--- config.mk ---
export PLATFORM = sky130hd
export DESIGN_NAME = spi_cmd_bridge
export DESIGN_NICKNAME = d
export VERILOG_FILES = /design/src/rtl/spi_bridge_pkg.sv /design/src/rtl/byte_fifo.sv /design/src/rtl/spi_cmd_bridge.sv
export SDC_FILE = /design/constraint.sdc
export NUM_CORES = 1
export LEC_CHECK = 0
export CAP_MARGIN = 20
export CORE_ASPECT_RATIO = 0.7
export CORE_MARGIN = 3
export CORE_UTILIZATION = 35
export CTS_BUF_LIST = sky130_fd_sc_hd__clkbuf_8 sky130_fd_sc_hd__clkbuf_16
export DETAILED_ROUTE_END_ITERATION = 7
export GPL_ROUTABILITY_DRIVEN = 1
export PLACE_DENSITY_LB_ADDON = 0.25
export SYNTH_ARGS = -nofsm -noshare
export SYNTH_HDL_FRONTEND = slang
export SYNTH_SLANG_ARGS = --single-unit
--- constraint.sdc ---
create_clock -name clk -period 23.2 [get_ports clk]
set_input_delay 4.64 -clock clk [delete_from_list [all_inputs] [get_ports clk]]
set_output_delay 4.64 -clock clk [all_outputs]
set_load 0.02 [all_outputs]
--- src/rtl/spi_bridge_pkg.sv ---
// Shared types and constants for the SPI command bridge.
// No logic; pure declarations.
// Imported by the bridge top and its FIFO.
package spi_bridge_pkg;

    typedef logic [7:0] byte_t;

    // {CPOL, CPHA} of the only supported SPI mode
    localparam logic [1:0] SPI_MODE0   = 2'b00;
    localparam int         SYNC_STAGES = 2;

    typedef enum logic {
        IDLE  = 1'b0,
        SHIFT = 1'b1
    } spi_state_t;

endpackage

--- src/rtl/byte_fifo.sv ---
// Byte-wide synchronous FIFO with flush; head is presented from registered storage.
// Latency: a pushed byte is visible at data_out the cycle after the push edge.
// Backpressure: push while full is ignored unless a pop happens in the same cycle.
module byte_fifo
    import spi_bridge_pkg::*;
#(
    parameter int DEPTH = 16
) (
    input  logic  clk,
    input  logic  rst,
    input  logic  flush,
    input  logic  push,
    input  byte_t data_in,
    input  logic  pop,
    output byte_t data_out,
    output logic  empty,
    output logic  full
);

    localparam int AW = $clog2(DEPTH);

    logic [AW:0] wr_ptr_q;
    logic [AW:0] rd_ptr_q;
    byte_t       mem_q [DEPTH];
    logic        pop_ok;
    logic        push_ok;

    // A pop on an empty FIFO is ignored; a full FIFO accepts a push only when a pop frees a slot
    assign pop_ok   = pop && !empty;
    assign push_ok  = push && (!full || pop_ok);

    assign empty    = (wr_ptr_q == rd_ptr_q);
    assign full     = (wr_ptr_q[AW] != rd_ptr_q[AW]) &&
                      (wr_ptr_q[AW-1:0] == rd_ptr_q[AW-1:0]);
    assign data_out = mem_q[rd_ptr_q[AW-1:0]];

    // Storage and pointers; flush overrides any simultaneous push or pop
    always_ff @(posedge clk or posedge rst) begin
        if (rst) begin
            wr_ptr_q <= '0;
            rd_ptr_q <= '0;
            for (int i = 0; i < DEPTH; i++) begin
                mem_q[i] <= '0;
            end
        end else if (flush) begin
            wr_ptr_q <= '0;
            rd_ptr_q <= '0;
        end else begin
            if (push_ok) begin
                mem_q[wr_ptr_q[AW-1:0]] <= data_in;
                wr_ptr_q                <= wr_ptr_q + 1'b1;
            end
            if (pop_ok) begin
                rd_ptr_q <= rd_ptr_q + 1'b1;
            end
        end
    end

endmodule

--- src/rtl/spi_cmd_bridge.sv ---
// SPI mode-0 slave turning MCU frames into a byte command stream and shifting responses back out.
// Latency: received byte valid 4 clk after the clk edge that first registers the 8th SCLK high.
// Backpressure: cmd_s_ready = tx FIFO not full; rx bytes arriving into a full FIFO are dropped (rx_overflow).
module spi_cmd_bridge
    import spi_bridge_pkg::*;
#(
    parameter int    RX_DEPTH     = 16,
    parameter int    TX_DEPTH     = 16,
    parameter byte_t TX_IDLE_BYTE = 8'h00
) (
    input  logic  clk,
    input  logic  rst,
    input  logic  spi_sclk,
    input  logic  spi_cs_n,
    input  logic  spi_mosi,
    output logic  spi_miso,
    output logic  cmd_m_valid,
    input  logic  cmd_m_ready,
    output byte_t cmd_m_data,
    input  logic  cmd_s_valid,
    output logic  cmd_s_ready,
    input  byte_t cmd_s_data,
    input  logic  cmd_flush,
    output logic  rx_overflow
);

    logic [SYNC_STAGES-1:0] sclk_sync_q, cs_sync_q, mosi_sync_q;
    logic       sclk_q, cs_n_q, mosi_q;
    logic       sclk_rise_q, sclk_fall_q, cs_fall_q, cs_rise_q;

    spi_state_t state_q;
    logic [2:0] bit_cnt_q;
    logic [6:0] rx_shift_q;     // the 8th bit comes straight from mosi_q at byte completion
    byte_t      tx_shift_q;
    logic       byte_done_q;
    logic       miso_q;
    logic       rx_push_q;
    byte_t      rx_push_dat_q;
    logic       overflow_q;
    logic       out_en_q;

    logic       rx_empty, rx_full, rx_pop;
    logic       tx_empty, tx_full, tx_push;
    byte_t      tx_head, tx_load_byte;
    logic       load_evt;

    assign spi_miso     = miso_q;
    assign cmd_m_valid  = !rx_empty;
    assign rx_pop       = cmd_m_valid && cmd_m_ready;
    assign cmd_s_ready  = out_en_q && !tx_full;
    assign tx_push      = cmd_s_valid && cmd_s_ready;
    assign rx_overflow  = overflow_q;
    assign tx_load_byte = tx_empty ? TX_IDLE_BYTE : tx_head;
    assign load_evt     = ((state_q == IDLE) && cs_fall_q) ||
                          ((state_q == SHIFT) && !cs_rise_q && sclk_fall_q && byte_done_q);

    // Synchronize SPI pins, then register once more to form aligned edge pulses
    always_ff @(posedge clk or posedge rst) begin
        if (rst) begin
            sclk_sync_q <= '0;
            cs_sync_q   <= '1;
            mosi_sync_q <= '0;
            sclk_q      <= 1'b0;
            cs_n_q      <= 1'b1;
            mosi_q      <= 1'b0;
            sclk_rise_q <= 1'b0;
            sclk_fall_q <= 1'b0;
            cs_fall_q   <= 1'b0;
            cs_rise_q   <= 1'b0;
        end else begin
            sclk_sync_q <= {sclk_sync_q[SYNC_STAGES-2:0], spi_sclk};
            cs_sync_q   <= {cs_sync_q[SYNC_STAGES-2:0], spi_cs_n};
            mosi_sync_q <= {mosi_sync_q[SYNC_STAGES-2:0], spi_mosi};
            sclk_q      <= sclk_sync_q[SYNC_STAGES-1];
            cs_n_q      <= cs_sync_q[SYNC_STAGES-1];
            mosi_q      <= mosi_sync_q[SYNC_STAGES-1];
            sclk_rise_q <=  sclk_sync_q[SYNC_STAGES-1] && !sclk_q;
            sclk_fall_q <= !sclk_sync_q[SYNC_STAGES-1] &&  sclk_q;
            cs_fall_q   <= !cs_sync_q[SYNC_STAGES-1]   &&  cs_n_q;
            cs_rise_q   <=  cs_sync_q[SYNC_STAGES-1]   && !cs_n_q;
        end
    end

    // Frame state machine: shift rx on SCLK rise, shift/load tx on SCLK fall
    always_ff @(posedge clk or posedge rst) begin
        if (rst) begin
            state_q       <= IDLE;
            bit_cnt_q     <= 3'd0;
            rx_shift_q    <= '0;
            tx_shift_q    <= '0;
            byte_done_q   <= 1'b0;
            miso_q        <= 1'b0;
            rx_push_q     <= 1'b0;
            rx_push_dat_q <= '0;
        end else begin
            rx_push_q <= 1'b0;
            case (state_q)
                IDLE: begin
                    miso_q <= 1'b0;
                    if (cs_fall_q) begin
                        state_q     <= SHIFT;
                        bit_cnt_q   <= 3'd0;
                        byte_done_q <= 1'b0;
                        tx_shift_q  <= tx_load_byte;
                        miso_q      <= tx_load_byte[7];
                    end
                end
                SHIFT: begin
                    if (cs_rise_q) begin
                        state_q     <= IDLE;
                        bit_cnt_q   <= 3'd0;
                        byte_done_q <= 1'b0;
                        miso_q      <= 1'b0;
                    end else begin
                        if (sclk_rise_q) begin
                            rx_shift_q <= {rx_shift_q[5:0], mosi_q};
                            bit_cnt_q  <= bit_cnt_q + 3'd1;
                            if (bit_cnt_q == 3'd7) begin
                                byte_done_q   <= 1'b1;
                                rx_push_q     <= 1'b1;
                                rx_push_dat_q <= {rx_shift_q, mosi_q};
                            end
                        end
                        if (sclk_fall_q) begin
                            if (byte_done_q) begin
                                tx_shift_q  <= tx_load_byte;
                                miso_q      <= tx_load_byte[7];
                                byte_done_q <= 1'b0;
                            end else begin
                                tx_shift_q <= {tx_shift_q[6:0], 1'b0};
                                miso_q     <= tx_shift_q[6];
                            end
                        end
                    end
                end
                default: state_q <= IDLE;
            endcase
        end
    end

    // Sticky overflow: a completed byte met a full rx FIFO with no pop to make room
    always_ff @(posedge clk or posedge rst) begin
        if (rst) begin
            overflow_q <= 1'b0;
        end else if (cmd_flush) begin
            overflow_q <= 1'b0;
        end else if (rx_push_q && rx_full && !rx_pop) begin
            overflow_q <= 1'b1;
        end
    end

    // Hold cmd_s_ready low until the first clk edge after reset release
    always_ff @(posedge clk or posedge rst) begin
        if (rst) begin
            out_en_q <= 1'b0;
        end else begin
            out_en_q <= 1'b1;
        end
    end

    byte_fifo #(.DEPTH(RX_DEPTH)) u_rx_fifo (
        .clk      (clk),
        .rst      (rst),
        .flush    (cmd_flush),
        .push     (rx_push_q),
        .data_in  (rx_push_dat_q),
        .pop      (rx_pop),
        .data_out (cmd_m_data),
        .empty    (rx_empty),
        .full     (rx_full)
    );

    byte_fifo #(.DEPTH(TX_DEPTH)) u_tx_fifo (
        .clk      (clk),
        .rst      (rst),
        .flush    (cmd_flush),
        .push     (tx_push),
        .data_in  (cmd_s_data),
        .pop      (load_evt),
        .data_out (tx_head),
        .empty    (tx_empty),
        .full     (tx_full)
    );

endmodule
==> metrics.txt <==
Reg2Reg Setup Slack=around 20 ns; Gate power share=5.9%; H-tree Lvls=2; CTS Buf Count=35; Tmin final=7.78 ns; Gate Count Post-Synth=986; vias per std cell=5.24; vias=8216; Hold EP=sclk_sync_q[1]; CP Capture Type=output pin; fin nets=1026; P_leak=approximately 7.6 nW; clk_lat worst skew=0.52 ns; layout overhead on the synthesized area=12.6%; most frequent cells in the layout=dfrtp_1, mux2_2, mux4_2, clkbuf_16, nor2_1; diode count=0; HP Start=sclk_sync_q[0]; Max-slew headroom=between 20% and 30%; final setup violation count=0; Cell Chain, Critical Path=buf_4, mux4_2, nor2b_1, a211oi_1, a21oi_1, clkdlybuf4s50_1; HP Class=reg -> reg; vias in the first global route=8654; Die Ht=178 microns; DRT antenna net count=0; Routed WL=33800 microns; syn_area_per_cell=15.0 sq um; largest buffer count on any clock path=3; Root Buffer=clkbuf_16; Worst-path clk slew=0.06 ns; Pwr Density=72.2 nW/um^2; Max Fclk=roughly 0.13 GHz; critical path's largest stage delay=0.60 ns; first-pass GRT wire length=53500 microns; IO Count=28; port bufs=27; final period utilization=approximately a third; R2R cell count=6; launch point of the worst reg-to-reg path=u_rx_fifo.rd_ptr_q[0]; placed cells=1505; synth unique cells=49; DRT iter0 DRCs=569; WP data required=18.56 ns; Layout Skew=0.0210 ns; post-synthesis sequential area ratio=54.1%; status=finished clean; commonest non-fill, non-tap cell in the layout=dfrtp_1; GRT overflow=0; Sw Pwr=0.279 mW; Hold Vio Cnt, Final=0; area of the multi-input gates=approximately 6500 sq um; Final HPWL DP=between 20000 and 25000 microns; worst slew pin tran=approximately 1.1 ns; wire per inst=around 22 microns; Sw Share=between 20% and 30%; placeable core region=~41000 sq um; Worst Hold Depth=0; Finished Layout Cells=1569; Setup TNS=0 ns; fraction of layout cells with a size suffix above 1=a little over two fifths; Die ar.=approximately 45000 sq um; Initial DRT Pass Iterations=4; GRT Total Usage=15.5%; warnings from Yosys=0; largest net degree at the start of global routing=120; Setup CP Type=reg -> out; gpl congestion=~0.75; Sequential Power Share=49.3%; CTS tree=done; Max IR drop VDD=0.0420 mV; area of the mapped netlist=approximately 15000 sq um; Post-CTS Resized=0; Pint=0.925 mW; max-slew violations=0; CP max stage cell=clkdlybuf4s50_1; Post-route DRC=0; Synth Net Count=1014; site row count=62; CTS Hold Bufs=0; fill cell count=3858; Die Wd=252 microns; number of clock sinks=between 300 and 400; initial core utilization=35.8%; MaxCap Viol Count=0; RSZ-0062 raised after global routing=no; area occupied by registers=8010 sq um; Critical Path Start Type=register; Synth Register Bits=320; initial antenna violation count=0; Worst Path Arrival=3.14 ns; Clk network pwr share=44.8%; post-CTS setup buffer count=0; critical path fanouts, max=36; Critical R2R Capture=u_rx_fifo.mem_q[26]
## logic make-up after synthesis
kind of cell	share of synthesized area (%)
AO/OA/AOI/OAI	2.90
XOR/XNOR	1.65
adder cells (fa/ha/maj)	1.01
buffers and inverters	2.20
flip-flops	54.1
multiplexers	32.6
other	0.0253
AND/OR/NAND/NOR	5.57
## worst max-delay path, delay by kind of cell, from the launching register on
kind / cells / cell delay, ns
buffers and inverters: 2 / 1.17
and+or+nand+nor: 1 / 0.14
AOI/OAI and AO/OA: 2 / 0.35
DFF: 1 / 0.34
muxes: 1 / 0.58
## worst max-delay path by stage
| stage | startpoint | to | cells past startpoint |
|---|---|---|---|
| after floorplan | rst | bit_cnt_q[0] | 1 |
| after global placement | cmd_s_valid | u_tx_fifo.mem_q[12] | 6 |
| after detailed placement | cmd_s_valid | u_tx_fifo.mem_q[13] | 6 |
| after CTS | u_rx_fifo.rd_ptr_q[0] | cmd_m_data[3] | 5 |
| after global routing | u_rx_fifo.rd_ptr_q[0] | cmd_m_data[3] | 5 |
| final | u_rx_fifo.rd_ptr_q[0] | cmd_m_data[0] | 6 |
## layout make-up
type | instances | area share [%]
flip-flops and latches | 320 | 48.0
multi-input cells | 593 | 38.8
clock buffers | 41 | 5.81
well taps | 544 | 4.08
repair buffers | 38 | 2.11
clock inverters | 23 | 0.870
inverters | 10 | 0.270
## per-stage QoR
stage / area, sq um / util, % / power (mW) / hold slack, ns / setup WS (ns)
finish: 16700 / 40.3 / 1.20 / 0.350 / 15.42
global route: 16700 / 40.3 / 1.25 / 0.360 / 15.17
CTS: 16700 / 40.3 / 1.22 / 0.353 / 15.35
detailed placement: 15600 / 37.6 / 0.675 / 0.339 / 15.86
global placement: 15600 / 37.6 / 0.674 / 0.342 / 15.85
floorplan: 14800 / - / 0.653 / 0.331 / 9.71
## routing by layer
layer	track usage (%)	part of all wire, %
met1	24.1	51
met2	21.7	42
met3	3.79	5.6
met4	3.34	1.4
met5	0	0
## power groups by stage
stage          sequential, mW  combinational (mW)  clock (mW)
2_1_floorplan           0.598              0.0541           0
3_3_place_gp            0.602              0.0714           0
3_5_place_dp            0.603              0.0725           0
4_1_cts                 0.593              0.0727       0.556
5_1_grt                 0.595              0.0798       0.579
6_report                0.593              0.0714       0.540
## cell usage after synthesis, drive strengths merged
library cell  number  area, sq um
nand2             24         90.1
mux2             279         3170
buf               32          170
o221ai             2         17.5
nand2b             6         37.5
o21ai              5         25.0
inv               10         37.5
and4               3         26.3
ha                12          150
mux2i             19          190
a211oi            13         97.6
a31oi              2         12.5
xor2               6         52.6
o22ai              3         18.8
clkbuf            31          118
a22o               1         8.76
a22oi              5         37.5
o31a               1         8.76
nor3b              2         15.0
dfrtp            317         7930
nand3             21          185
dfstp              3         78.8
nor4               4         85.1
nor2              29          116
nor4b              1         23.8
nand4              6         43.8
nor2b             25          156
mux4              65         1460
or4b               1         10.0
o211ai             9         67.6
and3               5         31.3
nor3               1         5.00
a21oi             18          105
a32o               1         10.0
conb               1         3.75
xnor2             21          191
o311a              1         10.0
o221a              1         11.3
## state kept, by name, indices dropped and copies added, names as in the netlist, 2 cells and up
register            cells
mosi_sync_q             2
sclk_sync_q             2
rx_push_dat_q           8
bit_cnt_q               3
u_rx_fifo.wr_ptr_q      5
u_rx_fifo.mem_q       128
u_tx_fifo.rd_ptr_q      5
u_tx_fifo.wr_ptr_q      5
tx_shift_q              7
rx_shift_q              7
u_tx_fifo.mem_q       128
cs_sync_q               2
u_rx_fifo.rd_ptr_q      5
Power figures use the tool's default switching activity.
